===== src/rtl/alu_pkg.sv =====
// Shared types for the ALU issue stage: opcode encoding and the buffered command record.
package alu_pkg;

    localparam int TAG_W = 4;

    typedef enum logic [1:0] {
        ALU_ADD = 2'd0,
        ALU_SUB = 2'd1,
        ALU_AND = 2'd2,
        ALU_OR  = 2'd3
    } alu_op_e;

    typedef struct packed {
        logic [31:0]      a;
        logic [3:0]       b;
        alu_op_e          sel;
        logic [TAG_W-1:0] tag;
    } alu_cmd_t;

endpackage


===== src/rtl/alu_issue_stage_if.sv =====
// Command and response handshakes of the ALU issue stage.
interface alu_issue_stage_if #(
    parameter int TAG_W = alu_pkg::TAG_W
) ();
    import alu_pkg::alu_op_e;

    logic             cmd_valid;
    logic             cmd_ready;
    logic [31:0]      cmd_a;
    logic [3:0]       cmd_b;
    alu_op_e          cmd_sel;
    logic [TAG_W-1:0] cmd_tag;

    logic             rsp_valid;
    logic             rsp_ready;
    logic [31:0]      rsp_result;
    logic [TAG_W-1:0] rsp_tag;
    alu_op_e          rsp_sel;

    modport master (
        output cmd_valid, cmd_a, cmd_b, cmd_sel, cmd_tag,
        input  cmd_ready,
        input  rsp_valid, rsp_result, rsp_tag, rsp_sel,
        output rsp_ready
    );

    modport slave (
        input  cmd_valid, cmd_a, cmd_b, cmd_sel, cmd_tag,
        output cmd_ready,
        output rsp_valid, rsp_result, rsp_tag, rsp_sel,
        input  rsp_ready
    );

endinterface


===== src/rtl/alu_cmd_fifo.sv =====
// Synchronous FIFO of command records; the head is read straight from registered storage
// and forced to zero when empty.
module alu_cmd_fifo #(
    parameter int  DEPTH   = 4,
    parameter type entry_t = alu_pkg::alu_cmd_t
) (
    input  logic                   clk,
    input  logic                   rst_n,
    input  logic                   push,
    input  entry_t                 push_data,
    input  logic                   pop,
    output entry_t                 head,
    output logic                   full,
    output logic                   empty,
    output logic [$clog2(DEPTH):0] level
);
    localparam int AW    = $clog2(DEPTH);
    localparam int LVL_W = AW + 1;

    entry_t           mem_q [DEPTH];
    logic [AW-1:0]    wr_ptr_q;
    logic [AW-1:0]    rd_ptr_q;
    logic [LVL_W-1:0] level_q;
    logic             push_ok;
    logic             pop_ok;

    assign empty   = (level_q == '0);
    assign full    = (level_q == LVL_W'(DEPTH));
    assign push_ok = push && !full;
    assign pop_ok  = pop && !empty;
    assign level   = level_q;
    assign head    = empty ? entry_t'('0) : mem_q[rd_ptr_q];

    // Power-of-two depth lets the pointers wrap by natural overflow.
    always_ff @(posedge clk) begin
        if (!rst_n) begin
            wr_ptr_q <= '0;
            rd_ptr_q <= '0;
            level_q  <= '0;
        end else begin
            if (push_ok) wr_ptr_q <= wr_ptr_q + 1'b1;
            if (pop_ok)  rd_ptr_q <= rd_ptr_q + 1'b1;
            case ({push_ok, pop_ok})
                2'b10:   level_q <= level_q + 1'b1;
                2'b01:   level_q <= level_q - 1'b1;
                default: level_q <= level_q;
            endcase
        end
    end

    always_ff @(posedge clk) begin
        if (push_ok) mem_q[wr_ptr_q] <= push_data;
    end

endmodule


===== src/rtl/alu_issue_stage.sv =====
// Issue stage: queues commands, presents the head to the combinational ALU and captures
// its result into a valid/ready response slot, counting issues per opcode.
module alu_issue_stage #(
    parameter int DEPTH = 4,
    parameter int TAG_W = alu_pkg::TAG_W,
    parameter int CNT_W = 16
) (
    input  logic                   clk,
    input  logic                   rst_n,
    alu_issue_stage_if.slave       bus,
    output logic [31:0]            alu_a,
    output logic [3:0]             alu_b,
    output logic [1:0]             alu_sel,
    input  logic [31:0]            alu_result,
    output logic [4*CNT_W-1:0]     op_count,
    output logic [$clog2(DEPTH):0] fifo_level
);
    import alu_pkg::alu_op_e;
    import alu_pkg::ALU_ADD;

    typedef struct packed {
        logic [31:0]      a;
        logic [3:0]       b;
        alu_op_e          sel;
        logic [TAG_W-1:0] tag;
    } cmd_t;

    cmd_t push_data;
    cmd_t head;
    logic fifo_full;
    logic fifo_empty;
    logic push;
    logic cap;

    logic             rsp_valid_q,  rsp_valid_d;
    logic [31:0]      rsp_result_q, rsp_result_d;
    logic [TAG_W-1:0] rsp_tag_q,    rsp_tag_d;
    alu_op_e          rsp_sel_q,    rsp_sel_d;

    assign push_data.a   = bus.cmd_a;
    assign push_data.b   = bus.cmd_b;
    assign push_data.sel = bus.cmd_sel;
    assign push_data.tag = bus.cmd_tag;

    assign bus.cmd_ready = !fifo_full;
    assign push          = bus.cmd_valid && !fifo_full;
    // Capture from registered FIFO state only, so a fresh push never bypasses into this cycle.
    assign cap           = !fifo_empty && (!rsp_valid_q || bus.rsp_ready);

    alu_cmd_fifo #(
        .DEPTH   (DEPTH),
        .entry_t (cmd_t)
    ) u_fifo (
        .clk       (clk),
        .rst_n     (rst_n),
        .push      (push),
        .push_data (push_data),
        .pop       (cap),
        .head      (head),
        .full      (fifo_full),
        .empty     (fifo_empty),
        .level     (fifo_level)
    );

    assign alu_a   = head.a;
    assign alu_b   = head.b;
    assign alu_sel = head.sel;

    always_comb begin
        rsp_valid_d  = rsp_valid_q;
        rsp_result_d = rsp_result_q;
        rsp_tag_d    = rsp_tag_q;
        rsp_sel_d    = rsp_sel_q;
        if (cap) begin
            rsp_valid_d  = 1'b1;
            rsp_result_d = alu_result;
            rsp_tag_d    = head.tag;
            rsp_sel_d    = head.sel;
        end else if (rsp_valid_q && bus.rsp_ready) begin
            rsp_valid_d  = 1'b0;
        end
    end

    always_ff @(posedge clk) begin
        if (!rst_n) begin
            rsp_valid_q  <= 1'b0;
            rsp_result_q <= '0;
            rsp_tag_q    <= '0;
            rsp_sel_q    <= ALU_ADD;
        end else begin
            rsp_valid_q  <= rsp_valid_d;
            rsp_result_q <= rsp_result_d;
            rsp_tag_q    <= rsp_tag_d;
            rsp_sel_q    <= rsp_sel_d;
        end
    end

    assign bus.rsp_valid  = rsp_valid_q;
    assign bus.rsp_result = rsp_result_q;
    assign bus.rsp_tag    = rsp_tag_q;
    assign bus.rsp_sel    = rsp_sel_q;

    for (genvar gi = 0; gi < 4; gi++) begin : g_cnt
        logic [CNT_W-1:0] cnt_q, cnt_d;
        logic             hit;

        assign hit   = cap && (head.sel == 2'(gi));
        // Saturate at all-ones rather than wrapping.
        assign cnt_d = (hit && (cnt_q != '1)) ? cnt_q + 1'b1 : cnt_q;

        always_ff @(posedge clk) begin
            if (!rst_n) cnt_q <= '0;
            else        cnt_q <= cnt_d;
        end

        assign op_count[gi*CNT_W +: CNT_W] = cnt_q;
    end

endmodule


===== src/flat_wrapper.sv =====
// flat-port wrapper written by rule: the top's interface ports become plain ports
module alu_issue_stage_flat import alu_pkg::alu_op_e; import alu_pkg::ALU_ADD;
#(
    parameter int DEPTH = 4,
    parameter int TAG_W = alu_pkg::TAG_W,
    parameter int CNT_W = 16
)
  (clk, rst_n, alu_a, alu_b, alu_sel, alu_result, op_count, fifo_level, bus_cmd_valid, bus_cmd_a, bus_cmd_b, bus_cmd_sel, bus_cmd_tag, bus_cmd_ready, bus_rsp_valid, bus_rsp_result, bus_rsp_tag, bus_rsp_sel, bus_rsp_ready);
  alu_issue_stage_if #(.TAG_W(TAG_W)) bus_i ();
  input  logic clk;
  input  logic rst_n;
  output logic [31:0] alu_a;
  output logic [3:0] alu_b;
  output logic [1:0] alu_sel;
  input  logic [31:0] alu_result;
  output logic [4*CNT_W-1:0] op_count;
  output logic [$clog2(DEPTH):0] fifo_level;
  input wire logic [$bits(bus_i.cmd_valid)-1:0] bus_cmd_valid;
  input wire logic [$bits(bus_i.cmd_a)-1:0] bus_cmd_a;
  input wire logic [$bits(bus_i.cmd_b)-1:0] bus_cmd_b;
  input wire logic [$bits(bus_i.cmd_sel)-1:0] bus_cmd_sel;
  input wire logic [$bits(bus_i.cmd_tag)-1:0] bus_cmd_tag;
  output wire logic [$bits(bus_i.cmd_ready)-1:0] bus_cmd_ready;
  output wire logic [$bits(bus_i.rsp_valid)-1:0] bus_rsp_valid;
  output wire logic [$bits(bus_i.rsp_result)-1:0] bus_rsp_result;
  output wire logic [$bits(bus_i.rsp_tag)-1:0] bus_rsp_tag;
  output wire logic [$bits(bus_i.rsp_sel)-1:0] bus_rsp_sel;
  input wire logic [$bits(bus_i.rsp_ready)-1:0] bus_rsp_ready;
  assign bus_i.cmd_valid = bus_cmd_valid;
  assign bus_i.cmd_a = bus_cmd_a;
  assign bus_i.cmd_b = bus_cmd_b;
  assign bus_i.cmd_sel = bus_cmd_sel;
  assign bus_i.cmd_tag = bus_cmd_tag;
  assign bus_cmd_ready = bus_i.cmd_ready;
  assign bus_rsp_valid = bus_i.rsp_valid;
  assign bus_rsp_result = bus_i.rsp_result;
  assign bus_rsp_tag = bus_i.rsp_tag;
  assign bus_rsp_sel = bus_i.rsp_sel;
  assign bus_i.rsp_ready = bus_rsp_ready;
  alu_issue_stage #(.DEPTH(DEPTH), .TAG_W(TAG_W), .CNT_W(CNT_W)) u_core (.clk(clk), .rst_n(rst_n), .bus(bus_i), .alu_a(alu_a), .alu_b(alu_b), .alu_sel(alu_sel), .alu_result(alu_result), .op_count(op_count), .fifo_level(fifo_level));
endmodule

===== config.mk =====
export PLATFORM = sky130hd
export DESIGN_NAME = alu_issue_stage_flat
export DESIGN_NICKNAME = d
export VERILOG_FILES = /design/src/rtl/alu_pkg.sv /design/src/rtl/alu_issue_stage_if.sv /design/src/rtl/alu_cmd_fifo.sv /design/src/rtl/alu_issue_stage.sv /design/src/flat_wrapper.sv
export SDC_FILE = /design/constraint.sdc
export NUM_CORES = 1
export LEC_CHECK = 0
export ABC_AREA = 1
export CELL_PAD_IN_SITES_DETAIL_PLACEMENT = 0
export CELL_PAD_IN_SITES_GLOBAL_PLACEMENT = 2
export CORE_ASPECT_RATIO = 1.1
export CORE_MARGIN = 10
export CORE_UTILIZATION = 32
export DETAILED_ROUTE_END_ITERATION = 10
export PLACE_DENSITY = 0.77
export RECOVER_POWER = 25
export SLEW_MARGIN = 0
export SYNTH_ARGS = -nofsm -noshare
export SYNTH_HDL_FRONTEND = slang
export SYNTH_SLANG_ARGS = --single-unit

===== constraint.sdc =====
create_clock -name clk -period 3.68 [get_ports clk]
set_input_delay 0.552 -clock clk [delete_from_list [all_inputs] [get_ports clk]]
set_output_delay 0.552 -clock clk [all_outputs]
set_load 0.05 [all_outputs]

==> results of run 1 <==
[area by class of cell]
class                   instances  area share (%)
clock inverters                24            2.20
repair buffers                237            14.4
clock buffers                  37            5.60
multi-input cells             917            26.5
diodes                          2          0.0314
well taps                     500            3.92
inverters                      70            1.65
flip-flops and latches        280            45.7
[routing by layer]
layer | wire length, um | up-vias | GRT usage (%)
met5 | 25 | - | 0
met4 | 719 | 4 | 4.12
met3 | 2180 | 57 | 4.04
met2 | 16600 | 208 | 24.7
met1 | 14600 | 4363 | 17.4
li1 | - | 4839 | -
[through the flow]
stage | setup WS (ns) | utilization [%] | power, mW
final | 0.585 | 42.0 | 13.0
after global routing | 0.410 | 41.9 | 13.8
after CTS | 0.564 | 41.9 | 13.3
after detailed placement | 1.03 | 38.7 | 9.52
after global placement | 0.968 | 38.7 | 9.49
after floorplan | -0.133 | - | 8.06
[registers in the layout (all words and copies together) (netlist names), named ones only]
name,count
u_core.bus.rsp_result,32
u_core.bus.rsp_sel,2
u_core.bus.rsp_tag,4
u_core.bus.rsp_valid,1
u_core.g_cnt.cnt_q,64
u_core.u_fifo.level,3
u_core.u_fifo.mem_q,168
u_core.u_fifo.rd_ptr_q,2
u_core.u_fifo.wr_ptr_q,2
[worst min path at each step]
stage	start	endpoint	slack [ns]	depth (start not counted)
after floorplan	u_core.u_fifo.rd_ptr_q[1]$_SDFFE_PN0P_	flip-flop	0.44	2
after global placement	u_core.u_fifo.rd_ptr_q[1]$_SDFFE_PN0P_	flip-flop	0.45	2
after detailed placement	u_core.u_fifo.rd_ptr_q[1]$_SDFFE_PN0P_	flip-flop	0.44	2
after CTS	u_core.u_fifo.rd_ptr_q[1]$_SDFFE_PN0P_	flip-flop	0.46	2
after global routing	u_core.u_fifo.rd_ptr_q[1]$_SDFFE_PN0P_	flip-flop	0.50	2
final	u_core.u_fifo.rd_ptr_q[1]$_SDFFE_PN0P_	flip-flop	0.46	2
[critical path, cell delays in order (launching register included)]
cell     delay [ns]
dfxtp_2        0.33
buf_4          0.71
nor2_1         0.11
nor2_1         0.11
o21ai_0        0.09
a21oi_1        0.33
buf_4          0.27
[cell usage after synthesis]
library cell / count
inv_1: 68
a21oi_1: 84
fa_1: 1
nor3_4: 1
o21ai_0: 131
nand4_2: 1
nor2_4: 6
nand2_1: 207
inv_2: 2
edfxtp_1: 168
a31oi_1: 5
buf_1: 8
buf_2: 9
xnor2_1: 9
nand2_2: 2
nand3_1: 52
nor2_1: 366
buf_6: 2
dfxtp_1: 112
clkbuf_1: 34
nor3_1: 3
nand3_2: 6
o21ai_2: 1
nand4_1: 12
ha_1: 9
nand3b_1: 2
buf_4: 44
or2_2: 1
xor2_1: 17
nand2_4: 1
[kinds of logic after synthesis]
family / synth area share [%]
AO/OA/AOI/OAI: 9.09
XOR/XNOR: 1.85
adder cells (fa/ha/maj): 1.08
buffers and inverters: 6.66
flip-flops: 59.3
AND/OR/NAND/NOR: 22.0
[power groups by stage]
stage	Combinational (mW)	Sequential, mW	Clock, mW
6_report	5.32	4.01	3.68
5_1_grt	5.79	4.07	3.93
4_1_cts	5.45	4.02	3.80
3_5_place_dp	5.44	4.08	0
3_3_place_gp	5.42	4.07	0
2_1_floorplan	3.13	4.93	0
==> results.md, run 1 <==
* Clk sink count at 280
* Flop2flop setup slack at between 1 and 1.5 ns
* Total GRT Usage at ~14%
* Seq/Total Area, Yosys at 59.3%
* Clock Path Buffers at 3
* Tmin final at approximately 3.1 ns
* Synth cell types at 30
* Footprint of the multi-input gates at approximately 4200 um^2
* Max-slew headroom at between 30% and 40%
* First-pass GRT wire length at roughly 53000 um
* Total CTS buffers at 34
* Layout cells sized above 1 at about 9%
* Port Buffers at 222
* CTS tree: built
* TNS Setup at 0 ns
* Ys Warns at 0
* Filler instances at 3768
* Leakage power at around 5.7 nW
* Final wirelength at between 30000 and 40000 um
* Worst Path Required at approximately 3.1 ns
* Synth Register Bits at 280
* Register Area at 7290 um^2
* Clock latency on the worst-skew pair at ~0.55 ns
* H-tree depth at 2
* Height of the chip at 225 um
* Setup violations, final at 0
* Hold buffers post-CTS at 0
* Cell total after placement at approximately 2000
* DR pass1 iterations at 4
* Area growth, synth to finish at 29.8%
* Worst Setup EP: alu_a[24]
* Startpoint types: flip-flop
* Number of nets in the layout at 1628
* Largest area contributor in the synthesized netlist: edfxtp_1
* Commonest cells after routing, fill and taps aside: 361 x nor2_1, 207 x nand2_1, 168 x edfxtp_1
* RSZ-0062 raised after global routing: false
* Remaining global-route overflow at 0
* Flop pwr share at around 30%
* Rows at between 70 and 80
* Hold Vio Cnt, Final at 0
* Root buf cell: clkbuf_16
* Die W at 207 um
* RePlAce Congestion at around 0.76
* Share of the synthesized area in the top cell type at about two fifths
* Logic pwr share at between 40% and 50%
* Min Hold Slack at 0.458 ns
* Routed length per instance at 16.5 um
* Crit path kind: reg2out
* Reg2reg end: u_core.g_cnt[3].cnt_q[3]$_SDFFE_PN0P_
* Starting Density at 32.3%
* Cells after Synth at about 1400
* Commonest non-fill, non-tap cell in the layout: nor2_1
* Die Area at between 40000 and 50000 um^2
* Crit path max fanout at 84
* Avg Inst Size Synth at 9.01 um^2
* Setup crit end kind: output port
* Clk_skew at 0.0284 ns
* Reg clk slew, reported paths at ~0.06 ns
* Sw frac at 41.5%
* HPWL Detailed at roughly 22000 um
* Vias in the first global route at about 9300
* Antenna Nets Post-Route at 0
* Int Pwr at between 7 and 8 mW
* # resized after CTS at 0
* Reg2reg path depth at 8
* Final Max Slew Viols at 0
* Vias at 9471
* Status: finished clean
* Mapped Nets at between 1000 and 1500
* Cell Area, Placed at ~15000 um^2
* Worst Hold Class: reg2reg
* Worst VDD drop at between 0.0005 and 0.0006 V
* Final instance area at approximately 16000 um^2
* Crit path arrival time at ~2.5 ns
* Post-CTS Setup Repair Bufs at 0
* Via-per-instance ratio at between 4 and 5
* Non-filler cells, final at 2067
* Power Density at between 800 and 900 nW/um^2
* Core ar. at 38000 um^2
* Maximum capacitance violations at 0
* Power share of the clock group at between 20% and 30%
* Worst-Margin Slew at between 0.9 and 1 ns
* Maximum clock frequency at 0.323 GHz
* Initial antenna violation count at 6
* IO Pins at ~220
* Drt drc at 0
* NetSw at 5.40 mW
* Iter 0 DRT Violations at around 420
* Crit share post-route at between 80 and 90%
* Pin count of the biggest net entering global routing at between 80 and 90
* Mapped cell area at 12300 um^2
* Ranking of synthesized cells by area: edfxtp_1 41%, dfxtp_1 18%, nor2_1 11%
No activity file was read; power rests on OpenSTA's default activity.
==> run 2: changes to the inputs <==
clock period = 2.9 ns   (was 3.68 ns; I/O delays follow)
==> run 2 against run 1 <==
  * First-iteration DRC count rose by 12%
  * Die area did not move
  * Via count fell by 0.12%
  * Register-to-register slack got worse by 0.45 ns
  * Critical endpoint is now alu_sel[1]
  * Highest routed layer unchanged
==> results.md, run 2 (same netlist as run 1, synthesis figures left out) <==
* Status: finished clean
* Crit share post-route at just over 90%
* Remaining global-route overflow at 0
* Setup crit end kind: output port
* Final Max Slew Viols at 0
* Layout cells sized above 1 at under 10%
* Number of nets in the layout at between 1500 and 2000
* Starting Density at about a third
* Cell total after placement at around 2000
* Critical-path top delay cell: buf_4
* Total CTS buffers at 34
* Worst Hold Class: in2reg
* Reg clk slew, reported paths at 0.06 ns
* Filler instances at roughly 3700
* Worst path cell trace: buf_4 > nand3_1 > nand3_2 > inv_1 > buf_12
* Final wirelength at between 30000 and 40000 um
* Worst Path Required at between 2 and 2.5 ns
* Clock latency on the worst-skew pair at between 0.5 and 0.6 ns
* Flop2flop setup slack at 0.72 ns
* Crit path arrival time at between 2 and 2.5 ns
* Non-filler cells, final at 2073
* Worst VDD drop at ~0.00084 V
* Max-slew headroom at a little over half
* Port Buffers at about 220
* CP delay by family, top: buffers and inverters
* Routed length per instance at roughly 17 um
* H-tree depth at 2
* Dpl ws at approximately 0.49 ns
* Core ar. at 38000 um^2
* Post-CTS Setup Repair Bufs at 0
* First-pass GRT wire length at 53700 um
* CP bufs+invs at 3
* IO Pins at 223
* Iter 0 DRT Violations at 476
* Area growth, synth to finish at 32.7%
* Worst-Margin Slew at around 0.69 ns
* Vias at between 9000 and 10000
* Maximum capacitance violations at 0
* DR pass1 iterations at 4
* RSZ-0062 raised after global routing: false
* Commonest cells after routing, fill and taps aside: 361 x nor2_1, 207 x nand2_1, 168 x edfxtp_1
* Die W at around 210 um
* Setup violations, final at 0
* Hold Vio Cnt, Final at 0
* Register Area at around 7300 um^2
* Die Area at 46600 um^2
* Antenna Nets Post-Route at 0
* Height of the chip at 225 um
* Clk sink count at between 200 and 300
* Flip-flop count of the largest register after layout at 168
* Final instance area at 16300 um^2
* Cell Area, Placed at ~15000 um^2
* TNS Setup at 0 ns
* Initial antenna violation count at 7
* Power Density at ~1000 nW/um^2
* Commonest non-fill, non-tap cell in the layout: nor2_1
* Critical Path Max Stage Delay at a little over 0.5 ns
* Clk_skew at about 0.011 ns
* Leakage power at 5.82 nW
* Crit path kind: reg2out
* Clock Path Buffers at 3
* Crit path max fanout at 43
* Footprint of the multi-input gates at 4220 um^2
* Total GRT Usage at between 10 and 15%
* Tmin final at roughly 2.7 ns
* Root buf cell: clkbuf_16
* HPWL Detailed at approximately 23000 um
* Via-per-instance ratio at about 4.6
* Largest Register: u_core.u_fifo.mem_q
* Final Worst Setup Slack at roughly 0.24 ns
* Vias in the first global route at 9268
* CTS tree: built
* Drt drc at 0
* RePlAce Congestion at 0.763
* Startpoint types: flip-flop
* Pin count of the biggest net entering global routing at just over 80
* Rows at 75
* Maximum clock frequency at ~0.38 GHz
* Min Hold Slack at around 0.42 ns
[run 2: changes by cell type in the layout (fill, tap and decap cells not counted), moves of 2 or more]
cell	change
buf_12	+37
buf_4	-33
clkbuf_1	+6
bufinv_16	-5
clkinv_2	-4
diode_2	+3
clkbuf_8	+2
clkinvlp_4	-2
inv_6	+2
[run 2: cell type report]
cell class / count / share of cell area [%]
sequential: 280 / 44.7
multi-input combinational: 917 / 25.9
timing repair buffer: 242 / 17.2
clock buffer: 44 / 5.63
tap: 500 / 3.84
inverter: 70 / 1.61
clock inverter: 15 / 1.06
antenna: 5 / 0.0768
[run 2: power breakdown]
part / switching, mW / total, mW / internal (mW)
Clock: 1.67 / 4.18 / 2.51
Sequential: 0.285 / 5.11 / 4.83
Combinational: 5.06 / 7.73 / 2.66
[run 2: timing repair]
item | CTS | global route
setup endpoints to repair | 0 | 6
hold buffers | 0 | 0
gates resized for setup | 0 | 1
[run 2: final timing paths]
kind | from | to | cells past startpoint
worst min register to register | u_core.u_fifo.rd_ptr_q[0]$_SDFFE_PN0P_ | flip-flop | 1
worst max-delay path | flip-flop | alu_sel[1] | 5
worst min-delay path | rst_n | u_core.bus.rsp_result[30]$_SDFFE_PN0P_ | 4
worst max register to register | flip-flop | u_core.g_cnt[2].cnt_q[2]$_SDFFE_PN0P_ | 8
[run 2: worst reg2reg max path: stages (launching register included)]
cell	delay [ns]
dfxtp_2	0.32
inv_2	0.50
nand3_2	0.19
nand2_4	0.18
nand2_2	0.13
nor2_4	0.29
nand2_2	0.21
o21ai_0	0.20
nor2_1	0.05
[run 2: through the flow]
stage / util (%) / power, mW
finish: 42.9 / 17.0
global route: 42.9 / 18.0
floorplan: - / 10.2
CTS: 42.8 / 17.3
global placement: 40.0 / 13.0
detailed placement: 40.0 / 13.1
[run 2: metal layers]
metal	vias to the layer above	global-route usage [%]	share of wire (%)
met3	41	4.04	6.5
li1	4856	-	-
met2	174	25.5	50
met5	-	0	0.032
met1	4387	17.3	42
met4	2	3.55	1.6
